`src/rtl/timer_pkg.sv`:
```
// Shared definitions for the memory-mapped timer: FSM states, register offsets,
// CTRL field positions and mode encodings.
package timer_pkg;

  typedef enum logic [1:0] {
    ST_IDLE = 2'd0,
    ST_LOAD = 2'd1,
    ST_CNT  = 2'd2,
    ST_INT  = 2'd3
  } state_e;

  localparam logic [3:0] CTRL_OFF   = 4'h0;
  localparam logic [3:0] PRESET_OFF = 4'h4;
  localparam logic [3:0] COUNT_OFF  = 4'h8;

  localparam int EN_BIT   = 0;
  localparam int MODE_LSB = 1;
  localparam int IM_BIT   = 3;

  localparam logic [1:0] MODE_ONESHOT = 2'd0;
  localparam logic [1:0] MODE_RELOAD  = 2'd1;

endpackage

```
`src/rtl/timer_counter.sv`:
```
// Memory-mapped one-shot / auto-reload timer with level interrupt output.
// Auto-reload (MODE1) is compiled in only when TIMER_AUTORELOAD_EN is defined.
//
//   state | meaning
//   IDLE  | waiting for EN, irq_flag cleared on exit
//   LOAD  | COUNT <= PRESET
//   CNT   | decrementing COUNT, leaves on !EN or expiry
//   INT   | expiry: one-shot drops EN, auto-reload drops irq_flag
module timer_counter
  import timer_pkg::*;
#(
  parameter logic [31:0] BASE_ADDR = 32'h0000_7F00
) (
  input  logic        clk,
  input  logic        reset,
  input  logic [31:0] addr,
  input  logic        we,
  input  logic [3:0]  byteen,
  input  logic [31:0] wdata,
  output logic [31:0] rdata,
  output logic        irq
);

  state_e      state_q, state_d;
  logic [3:0]  ctrl_q, ctrl_d;
  logic [31:0] preset_q, preset_d;
  logic [31:0] count_q, count_d;
  logic        irq_flag_q, irq_flag_d;

  logic [29:0] word_off;
  logic        in_win;
  logic [3:0]  byte_off;
  logic        wr_ok;
  logic        ctrl_wr;
  logic        preset_wr;
  logic        reload;
  logic        unused_addr_bits;

  // Word-granular offset from the base; the byte lane bits are ignored.
  assign word_off         = addr[31:2] - BASE_ADDR[31:2];
  assign in_win           = (word_off[29:2] == 28'd0);
  assign byte_off         = {word_off[1:0], 2'b00};
  assign unused_addr_bits = ^addr[1:0];

  assign wr_ok     = we && (byteen == 4'b1111) && in_win;
  assign ctrl_wr   = wr_ok && (byte_off == CTRL_OFF);
  assign preset_wr = wr_ok && (byte_off == PRESET_OFF);

`ifdef TIMER_AUTORELOAD_EN
  assign reload = (ctrl_q[MODE_LSB +: 2] == MODE_RELOAD);
`else
  assign reload = 1'b0;
`endif

  always_ff @(posedge clk or negedge reset) begin
    if (!reset) begin
      state_q    <= ST_IDLE;
      ctrl_q     <= 4'd0;
      preset_q   <= 32'd0;
      count_q    <= 32'd0;
      irq_flag_q <= 1'b0;
    end else begin
      state_q    <= state_d;
      ctrl_q     <= ctrl_d;
      preset_q   <= preset_d;
      count_q    <= count_d;
      irq_flag_q <= irq_flag_d;
    end
  end

  always_comb begin
    state_d    = state_q;
    ctrl_d     = ctrl_q;
    preset_d   = preset_q;
    count_d    = count_q;
    irq_flag_d = irq_flag_q;

    unique case (state_q)
      ST_IDLE: begin
        if (ctrl_q[EN_BIT]) begin
          state_d    = ST_LOAD;
          irq_flag_d = 1'b0;
        end
      end
      ST_LOAD: begin
        count_d = preset_q;
        state_d = ST_CNT;
      end
      ST_CNT: begin
        if (!ctrl_q[EN_BIT]) begin
          state_d = ST_IDLE;
        end else if (count_q > 32'd1) begin
          count_d = count_q - 32'd1;
        end else begin
          // PRESET 0 lands here too, so it expires like PRESET 1 without wrapping.
          count_d    = 32'd0;
          irq_flag_d = 1'b1;
          state_d    = ST_INT;
        end
      end
      ST_INT: begin
        if (reload) begin
          irq_flag_d = 1'b0;
        end else begin
          ctrl_d[EN_BIT] = 1'b0;
        end
        state_d = ST_IDLE;
      end
      default: state_d = ST_IDLE;
    endcase

    if (preset_wr) begin
      preset_d = wdata;
    end
    // A bus CTRL write overrides the FSM's EN clear and acknowledges the interrupt.
    if (ctrl_wr) begin
      ctrl_d     = wdata[3:0];
      irq_flag_d = 1'b0;
    end
  end

  always_comb begin
    rdata = 32'd0;
    if (in_win) begin
      case (byte_off)
        CTRL_OFF:   rdata = {28'd0, ctrl_q};
        PRESET_OFF: rdata = preset_q;
        COUNT_OFF:  rdata = count_q;
        default:    rdata = 32'd0;
      endcase
    end
  end

  assign irq = irq_flag_q & ctrl_q[IM_BIT];

endmodule

```
`config.mk`:
```
export PLATFORM = sky130hd
export DESIGN_NAME = timer_counter
export DESIGN_NICKNAME = d
export VERILOG_FILES = /design/src/rtl/timer_pkg.sv /design/src/rtl/timer_counter.sv
export SDC_FILE = /design/constraint.sdc
export NUM_CORES = 1
export LEC_CHECK = 0
export CELL_PAD_IN_SITES_DETAIL_PLACEMENT = 2
export CELL_PAD_IN_SITES_GLOBAL_PLACEMENT = 2
export CORE_MARGIN = 1.5
export CORE_UTILIZATION = 27
export CTS_CLUSTER_SIZE = 16
export DETAILED_ROUTE_END_ITERATION = 12
export PLACE_DENSITY = 0.78
export SLEW_MARGIN = 25
export SYNTH_ARGS = -nofsm -noshare
export SYNTH_HDL_FRONTEND = slang
export SYNTH_SLANG_ARGS = --single-unit
```
`constraint.sdc`:
```
create_clock -name clk -period 2.2 [get_ports clk]
set_input_delay 0.44 -clock clk [delete_from_list [all_inputs] [get_ports clk]]
set_output_delay 0.44 -clock clk [all_outputs]
set_load 0.02 [all_outputs]
```
==> run summary <==
GR Overflow Total - 0
Detailed Place HPWL - 13.0 mm
WL final - 25.4 mm
CTS Buf Count - 9
Final WS setup - -0.591 ns
CTS max path bufs - 2
Register bit total from synthesis - 71
Largest net degree at the start of global routing - 72
Power Density - 401 nW/um^2
Drt wl/cell - 28.9 um
Final Max Slew Viols - 0
Post-synth ARST share - 100%
CP Data Arrival Time - 2.35 ns
Reg2reg end - irq_flag_q
IO Count - 104
Status - finished with violations
Slew @ Worst Pin - 0.495 ns
CTS tree - built
Area grow syn2layout - 84.4%
Min Tclk post-route - 2.79 ns
Worst-path fanout max - 8
Die width - 128 um
Nets - 735
Hold WS - 0.118 ns
Clk sinks - 71
CP peak stage delay - 0.54 ns
Required @ worst endpoint - 1.76 ns
Power, Total - 3140 uW
Max H-tree Level - 3
Crit path kind - in2out
Main synth FF type - dfrtp_1
Ant. Diodes - 0
Syn nets - 515
Vias per cell - 5.79
Sequential-to-total area share from yosys stat - 41.8%
Worst skew pair latency - 0.36 ns
Drc violations - 0
Post-route cell area - 7830 sq um
Unrepaired setup endpoints after global routing - yes
Initial antenna violation count - 0
Mapped cell area - 4250 sq um
# setup viols final - 98
Crit path top cell by count - buf_6
Gpl congestion - 0.900
Buffers on Ports - 101
Initial Utilization - 27.8%
Synth warn - 0
Area after DPL - 6260 sq um
Static leakage - 0.00344 uW
Mean post-synth cell area - 9.61 sq um
FF-to-FF Start - count_q[23]
DRT iter0 DRCs - 313
Num rows - 45
Hold Path Class - in2async
CP cell instances - buf_6, or4b_4, nor4_4, nand4_4, buf_4, buf_6, buf_6, nor2_1, buf_4
FF-to-FF setup slack - -0.35 ns
Failing checks - setup timing
First-pass DRT Iterations - 5
Final Hold Viols - 0
Global-route wire length before repair - 34.3 mm
IR Drop Worst-Case VDD - 0.355 mV
CP Launch Type - primary input
Period utilization - 127%
Die Height - 128 um
Relative slew slack - 66.7%
Crit-path slowest cell - or4b_4
Post-synth EDFFs - 0
CP Capture Type - output pin
# Max-Cap Violations - 0
Global Route Usage Sum - 28.1%
Die ar. - 16500 sq um
Synth cell types - 56
Vias in the first global route - 5522
R2R cell count - 7
Achievable Freq - 0.358 GHz
Vias post-DR - 5085
Antenna viol nets, final - 0
Finished Core Util - 51.3%
CTS Hold Bufs - 0
Final Non-Filler Cells - 878
CTS Root Cell - clkbuf_16
Placed insts - 819
Clock slew seen by the registers of the worst setup and hold paths - 0.06 ns
Clock skew - 0.0119 ns
Core Footprint - 15300 sq um
Layout cell share with drive strength beyond 1 - 49.5%
Cells after synthesis - 442
-- how the worst max path moves through the flow --
stage | from | end | slack, ns | depth (start not counted)
after floorplan | addr[5] | preset_q[13] | -0.33 | 6
after global placement | addr[11] | preset_q[15] | -1.09 | 9
after detailed placement | addr[11] | preset_q[13] | -1.22 | 9
after CTS | addr[7] | rdata[30] | -0.53 | 9
after global routing | addr[7] | rdata[19] | -0.66 | 9
final | addr[7] | rdata[29] | -0.59 | 9
-- power by group --
part | switching (uW) | total [uW] | internal [uW] | leakage [uW]
logic | 92.6 | 214 | 121 | 0.00231
registers | 0.00000758 | 1310 | 1310 | 0.000986
clock network | 635 | 1620 | 990 | 0.000148
-- what timing repair did --
action                     in CTS  in global routing
gates resized for setup       350                 80
setup endpoints to repair      93                 98
cloned                          6                  1
setup buffers                  29                 14
pin swaps                      34                 37
-- critical path: cells and delay by family --
family	cells	cell delay, ns
and+or+nand+nor	4	1.20
buffers and inverters	5	0.71
-- cell families (layout without fill, tap and decap cells) --
kind of cell             Yosys count  after routing  share of synthesized area [%]
AND/OR/NAND/NOR                  172            172                           22.5
AO/OA/AOI/OAI                    119            119                           20.3
flip-flops                        71             71                           41.8
multiplexers                      41             41                           10.7
buffers and inverters             37            262                           4.04
adder cells (fa/ha/maj)            2              2                          0.589
-- metrics by stage --
stage | setup WS, ns | TNS [ns]
3_3_place_gp | -1.09 | -75.02
2_1_floorplan | -0.328 | -18.73
6_report | -0.591 | -40.44
5_1_grt | -0.655 | -44.78
4_1_cts | -0.533 | -32.95
3_5_place_dp | -1.22 | -82.42
-- registers in the layout, summed over array words and instances, names as in the netlist --
register and flops:
count_q 32, irq_flag_q 1, state_q 2, ctrl_q 4
preset_q 32
-- layout by cell type (no fill, tap or decap), drive strengths merged, types with 7 or more instances in the layout --
cell,count
a21oi,16
mux2,36
nand2,21
nor3,7
and3,8
buf,180
or4,10
nand3,16
dfrtp,71
clkdlybuf4s50,56
a22oi,34
o21ai,18
nor4,19
or3,8
nor2,53
a221o,7
o311ai,8
clkbuf,10
o211ai,10
-- metal layers --
layer / share of wire [%] / GRT usage, %
met5: 0 / 0
met4: 4.3 / 12.0
met3: 5.5 / 5.70
met2: 50 / 49.2
met1: 40 / 33.5
-- area by class of cell --
type	count	area, sq um
fillers	1507	7430
multi-input cells	334	3070
repair buffers	241	2380
flip-flops and latches	71	1780
well taps	211	264
clock buffers	10	229
clock inverters	6	85.1
inverters	5	18.8
-- cells in the mapped netlist (all sizes together) (6+ instances only) --
library cell,count,area share (%)
nor3,7,0.82
mux2,36,9.5
a221o,7,1.7
clkbuf,26,2.3
buf,6,1.3
nand3,16,1.9
or3,8,1.2
o211ai,10,1.8
a21oi,16,1.9
o311ai,8,1.7
o21ai,18,2.1
nor2,53,4.7
dfrtp,71,42
nand2,21,1.9
nor4,19,3.4
a22oi,34,6.0
and3,8,1.2
or4,10,1.9
(Power assumes the default switching activity.)
